`config.mk`:
```
export PLATFORM = sky130hd
export DESIGN_NAME = fetch_stage
export DESIGN_NICKNAME = d
export VERILOG_FILES = /design/src/rtl/fetch_stage.sv
export SDC_FILE = /design/constraint.sdc
export NUM_CORES = 1
export LEC_CHECK = 0
export ABC_AREA = 1
export CORE_UTILIZATION = 30
export DETAILED_ROUTE_END_ITERATION = 8
export GPL_ROUTABILITY_DRIVEN = 1
export MAX_ROUTING_LAYER = met4
export SLEW_MARGIN = 15
export SYNTH_ARGS = -nofsm -noshare
export SYNTH_HDL_FRONTEND = slang
export SYNTH_SLANG_ARGS = --single-unit
```
`constraint.sdc`:
```
create_clock -name clk -period 3.8 [get_ports clk]
set_clock_uncertainty 0.15 [all_clocks]
set_input_delay 0.95 -clock clk [delete_from_list [all_inputs] [get_ports clk]]
set_output_delay 0.95 -clock clk [all_outputs]
set_load 0.01 [all_outputs]
```
`src/rtl/fetch_stage.sv`:
```
// Instruction fetch: one outstanding imem request, static backward-taken
// prediction, hold register for queue back-pressure, squash on redirect.
//
// Ports:
//   clk, rst                 clock, async active-low reset
//   imem_addr/rmask          fetch request (rmask=4'hf for one cycle)
//   imem_rdata/resp          fetch response (one-cycle pulse)
//   iq_full                  instruction queue back-pressure
//   iq_push/inst/pc/predict  push bundle into the instruction queue
//   flush, flush_pc          backend redirect
module fetch_stage #(
    parameter logic [31:0] RESET_PC = 32'h1eceb000
) (
    input  logic        clk,
    input  logic        rst,
    output logic [31:0] imem_addr,
    output logic [3:0]  imem_rmask,
    input  logic [31:0] imem_rdata,
    input  logic        imem_resp,
    input  logic        iq_full,
    output logic        iq_push,
    output logic [31:0] iq_inst,
    output logic [31:0] iq_pc,
    output logic        iq_predict,
    input  logic        flush,
    input  logic [31:0] flush_pc
);

    typedef enum logic [1:0] {
        S_REQ,
        S_WAIT,
        S_HOLD,
        S_SQUASH
    } state_e;

    state_e      state_q, state_d;
    logic [31:0] pc_q, pc_d;
    logic [31:0] hold_q, hold_d;
    logic [31:0] b_imm;
    logic [31:0] next_pc;

    // The word being offered to the queue comes from the hold register
    // while back-pressured, otherwise straight from the memory response.
    always_comb begin
        iq_inst    = (state_q == S_HOLD) ? hold_q : imem_rdata;
        iq_pc      = pc_q;
        iq_predict = (iq_inst[6:0] == 7'b1100011) && iq_inst[31];
        b_imm      = {{19{iq_inst[31]}}, iq_inst[31], iq_inst[7],
                      iq_inst[30:25], iq_inst[11:8], 1'b0};
        next_pc    = iq_predict ? (pc_q + b_imm) : (pc_q + 32'd4);
        imem_addr  = {pc_q[31:2], 2'b00};
    end

    always_comb begin
        state_d    = state_q;
        pc_d       = pc_q;
        hold_d     = hold_q;
        imem_rmask = 4'h0;
        iq_push    = 1'b0;
        unique case (state_q)
            S_REQ: begin
                // Gated by rst so nothing is requested while in reset.
                if (rst) begin
                    imem_rmask = 4'hf;
                end
                if (flush) begin
                    pc_d    = flush_pc;
                    state_d = S_SQUASH;
                end else begin
                    state_d = S_WAIT;
                end
            end
            S_WAIT: begin
                if (flush) begin
                    pc_d    = flush_pc;
                    state_d = imem_resp ? S_REQ : S_SQUASH;
                end else if (imem_resp) begin
                    if (iq_full) begin
                        hold_d  = imem_rdata;
                        state_d = S_HOLD;
                    end else begin
                        iq_push = 1'b1;
                        pc_d    = next_pc;
                        state_d = S_REQ;
                    end
                end
            end
            S_HOLD: begin
                if (flush) begin
                    pc_d    = flush_pc;
                    hold_d  = '0;
                    state_d = S_REQ;
                end else if (!iq_full) begin
                    iq_push = 1'b1;
                    pc_d    = next_pc;
                    state_d = S_REQ;
                end
            end
            S_SQUASH: begin
                // Keep tracking the newest redirect until the stale
                // response has drained.
                if (flush) begin
                    pc_d = flush_pc;
                end
                if (imem_resp) begin
                    state_d = S_REQ;
                end
            end
            default: begin
                state_d = S_REQ;
            end
        endcase
    end

    always_ff @(posedge clk or negedge rst) begin
        if (!rst) begin
            state_q <= S_REQ;
            pc_q    <= RESET_PC;
            hold_q  <= '0;
        end else begin
            state_q <= state_d;
            pc_q    <= pc_d;
            hold_q  <= hold_d;
        end
    end

endmodule

```
==> results.txt <==
- FF+latch area: 0.00167 mm^2
- Number of detailed-routing iterations run before antenna repair: 6
- 171 I/O pins were placed.
- Of the total power, the share spent switching nets is 52.1%.
- Internal cell power: 4.13 mW
* Post-cts repair resize count: 0
- Once detail routing completed, the nets flagged for antenna violations numbered 0.
- Total routed wirelength: 25,000 um
* Required time at the endpoint of the critical path: 2.70 ns
- RSZ-0062 raised after global routing: no
- Distinct cell type count of the synthesized netlist: 42
- The number of global-route vias before repair was 7,090.
- Inserted Clock Buffers: 9
- Filler Cells Inserted: 2,444
* Antenna violations before repair: 0
* Clock root buffer: clkbuf_16
- Synthesis produced a netlist whose cell count is 1,149.
* Sequential element share of the synthesized area: 24.1%
* Hold-fix buffers, CTS: 0
- The die covers 0.0237 mm^2.
- VDD sags by at most 0.328 mV.
- For the pin with the worst max-slew slack, the measured transition is 0.627 ns.
- Wire per inst: 15.8 um
- Leakage power summed over all cells: 4.37 nW
- In this run the biggest area consumer among cell types represents 19.5% of the synthesized area.
- Dividing the detail-routed via count by the number of cells gives 4.87.
- Clock-pin slew was measured on the worst setup and hold paths at 0.06 ns.
- Final Hold Fails: 0
- Measured against its own limit, the worst slew margin works out to 58.2%.
- Number of core rows: 55
- DRC marker count from the first detailed-route iteration: 560
- By area the synthesized netlist is led by dfrtp_1, nand2_1, inv_1.
- Setup violations remaining at the end of the flow were counted as 0.
* Count of buffers added by post-CTS timing repair for setup: 0
* Wire length of the first global-routing pass: 38,900 um
- Summing every instance area after synthesis gives 0.00691 mm^2.
* Yosys top cell by area: dfrtp_1
* Nets@finish: 1,404
* Clock latency on the worst-skew pair: 0.36 ns
* Final critical delay including setup and external delays: 3.61 ns
* Crit path DAT: 2.51 ns
* Switching component of the power: 4.50 mW
- CTS built an H-tree with a depth of 3.
* Fin Hold WS: 0.336 ns
- Across the run, the number of max-cap violations was 0.
* CP endpoint kind: primary output
* Quantity of I/O buffers inserted on ports: 168
- The share of total power dissipated in the clock network is 10.6%.
- Power per cell area: 946 mW/mm^2
- Synthesis warning total: 0
* Worst Path Max Fanout: 2
- Combinational logic burns 71.0% of the power.
- The worst setup path is launched from an input pin.
* Estimated wirelength of the detail-placed design: 19,500 um
- Leading cell type in the layout, fill and taps excluded: nand2_1
- Sequential share of power: 18.4%
- Ratio of cells with drive above 1 in the final layout: 6.24%
- Via total after detailed routing: 7,721
- Residual DRC count: 0
* GRT Residual Overflow: 0
- Setup total negative slack on the finished layout was measured at 0 ns.
- The initial utilization of the core area, before any placement, comes to 30.5%.
- Compared with the post-synthesis result, the final layout area differs by 32.1%.
- The clock passes through at most 2 buffers.
- TritonCTS Sinks: 66
- Of the available clock period, the critical path in the final layout requires 95.0%.
- The die is 154 um wide.
- Slew Limit Fails: 0
- The region available for standard cell placement spans 0.0226 mm^2.
- # diodes: 0
- The die is 154 um tall.
- Avg Synthesized Cell Area: 6.02 um^2
* Commonest cells after routing, fill and taps aside: nand2_1, clkdlybuf4s50_1, inv_1, nor2_1, nand3_1
* Routability cong.: 0.953
- Result of the run: completed
- Total global-route track usage: 22.0%
- Summing all multi-input logic gate instances after layout gives 0.00424 mm^2.
* Path type of the worst min-delay path: reg -> reg
- CTS tree: done
- Derived from the worst setup path, the maximum achievable clock frequency is 277 MHz.
- Pin count of the biggest net entering global routing: 65
- Number of synthesized register bits: 66
* Category of the critical setup timing path: in -> out
## per-layer routing
metal | global-route usage [%] | part of all wire [%]
met5 | - | 0
met4 | 6.38 | 2.1
met2 | 34.4 | 46
met3 | 3.13 | 6.0
met1 | 29.4 | 46
## cell usage after synthesis (all sizes together)
cell type	n
ha	40
nor2	128
nand2	344
a31oi	3
conb	1
nor3	15
clkinv	1
nor3b	1
xor2	13
a221oi	1
fa	1
a22oi	2
nand4	12
nand3b	3
dfrtp	54
o21ai	98
a41oi	1
o21bai	8
o211ai	5
o31ai	1
dfstp	12
or2	4
nand3	101
a21boi	1
a21oi	58
inv	159
clkbuf	23
buf	44
o21a	1
xnor2	8
nor4	2
o22ai	4
## kinds of logic (layout without fill, tap and decap cells)
family | Yosys count | after routing | synth area share, %
simple gates | 610 | 610 | 36.3
buf+inv | 227 | 376 | 14.8
compound gates | 183 | 183 | 14.5
flops | 66 | 66 | 24.1
fa+ha+maj | 41 | 41 | 7.53
xor+xnor | 21 | 21 | 2.66
other cells | 1 | 2 | 0.0542
## per-stage QoR
step	utilization [%]	instance area (um^2)	power, mW	worst slack [ns]	cells
floorplan	-	6920	5.42	0.463	1150
global placement	39.0	8820	7.67	0.138	1568
detailed placement	39.0	8820	7.70	0.155	1568
CTS	40.3	9130	8.67	0.0840	1584
global route	40.3	9130	9.49	0.0202	1584
finish	40.3	9130	8.63	0.188	1584
## sequential cells by signal (all words and copies together), names as in the netlist
signal	flops
state_q	2
iq_pc	32
hold_q	32
## power groups by stage
stage	clock network, mW	logic [mW]	registers (mW)
detailed placement	0	6.08	1.62
floorplan	0	3.93	1.49
global route	0.961	6.88	1.65
global placement	0	6.07	1.61
CTS	0.940	6.13	1.60
finish	0.913	6.13	1.59
## cell type report
| type | count | area share (%) |
|---|---|---|
| timing repair buffer | 200 | 21.4 |
| clock buffer | 9 | 2.47 |
| multi-input combinational | 857 | 46.4 |
| inverter | 160 | 6.58 |
| sequential | 66 | 18.3 |
| tap | 285 | 3.91 |
| clock inverter | 7 | 0.904 |
## path summary, 6_finish.rpt
check	start	slack [ns]	cells past startpoint	endpoint
worst max register to register	state_q[0]$_DFFE_PN0P_	0.49	18	iq_pc[30]$_DFFE_PN0P_
min in group asynchronous	rst	0.65	2	iq_pc[30]$_DFFE_PN0P_
worst max-delay path	imem_rdata[3]	0.19	7	iq_predict
worst min-delay path	iq_pc[0]$_DFFE_PN0P_	0.34	2	iq_pc[0]$_DFFE_PN0P_
worst min register to register	iq_pc[0]$_DFFE_PN0P_	0.34	2	iq_pc[0]$_DFFE_PN0P_
max in group asynchronous	rst	2.02	3	iq_pc[13]$_DFFE_PN1P_
## worst max-delay path, stage by stage
cell and delay, ns:
clkdlybuf4s50_1 0.42, o21ai_0 0.20, nand2_1 0.09, nor2_2 0.14
nand2_2 0.08, inv_2 0.08, clkdlybuf4s50_1 0.54
Power figures use the tool's default switching activity.
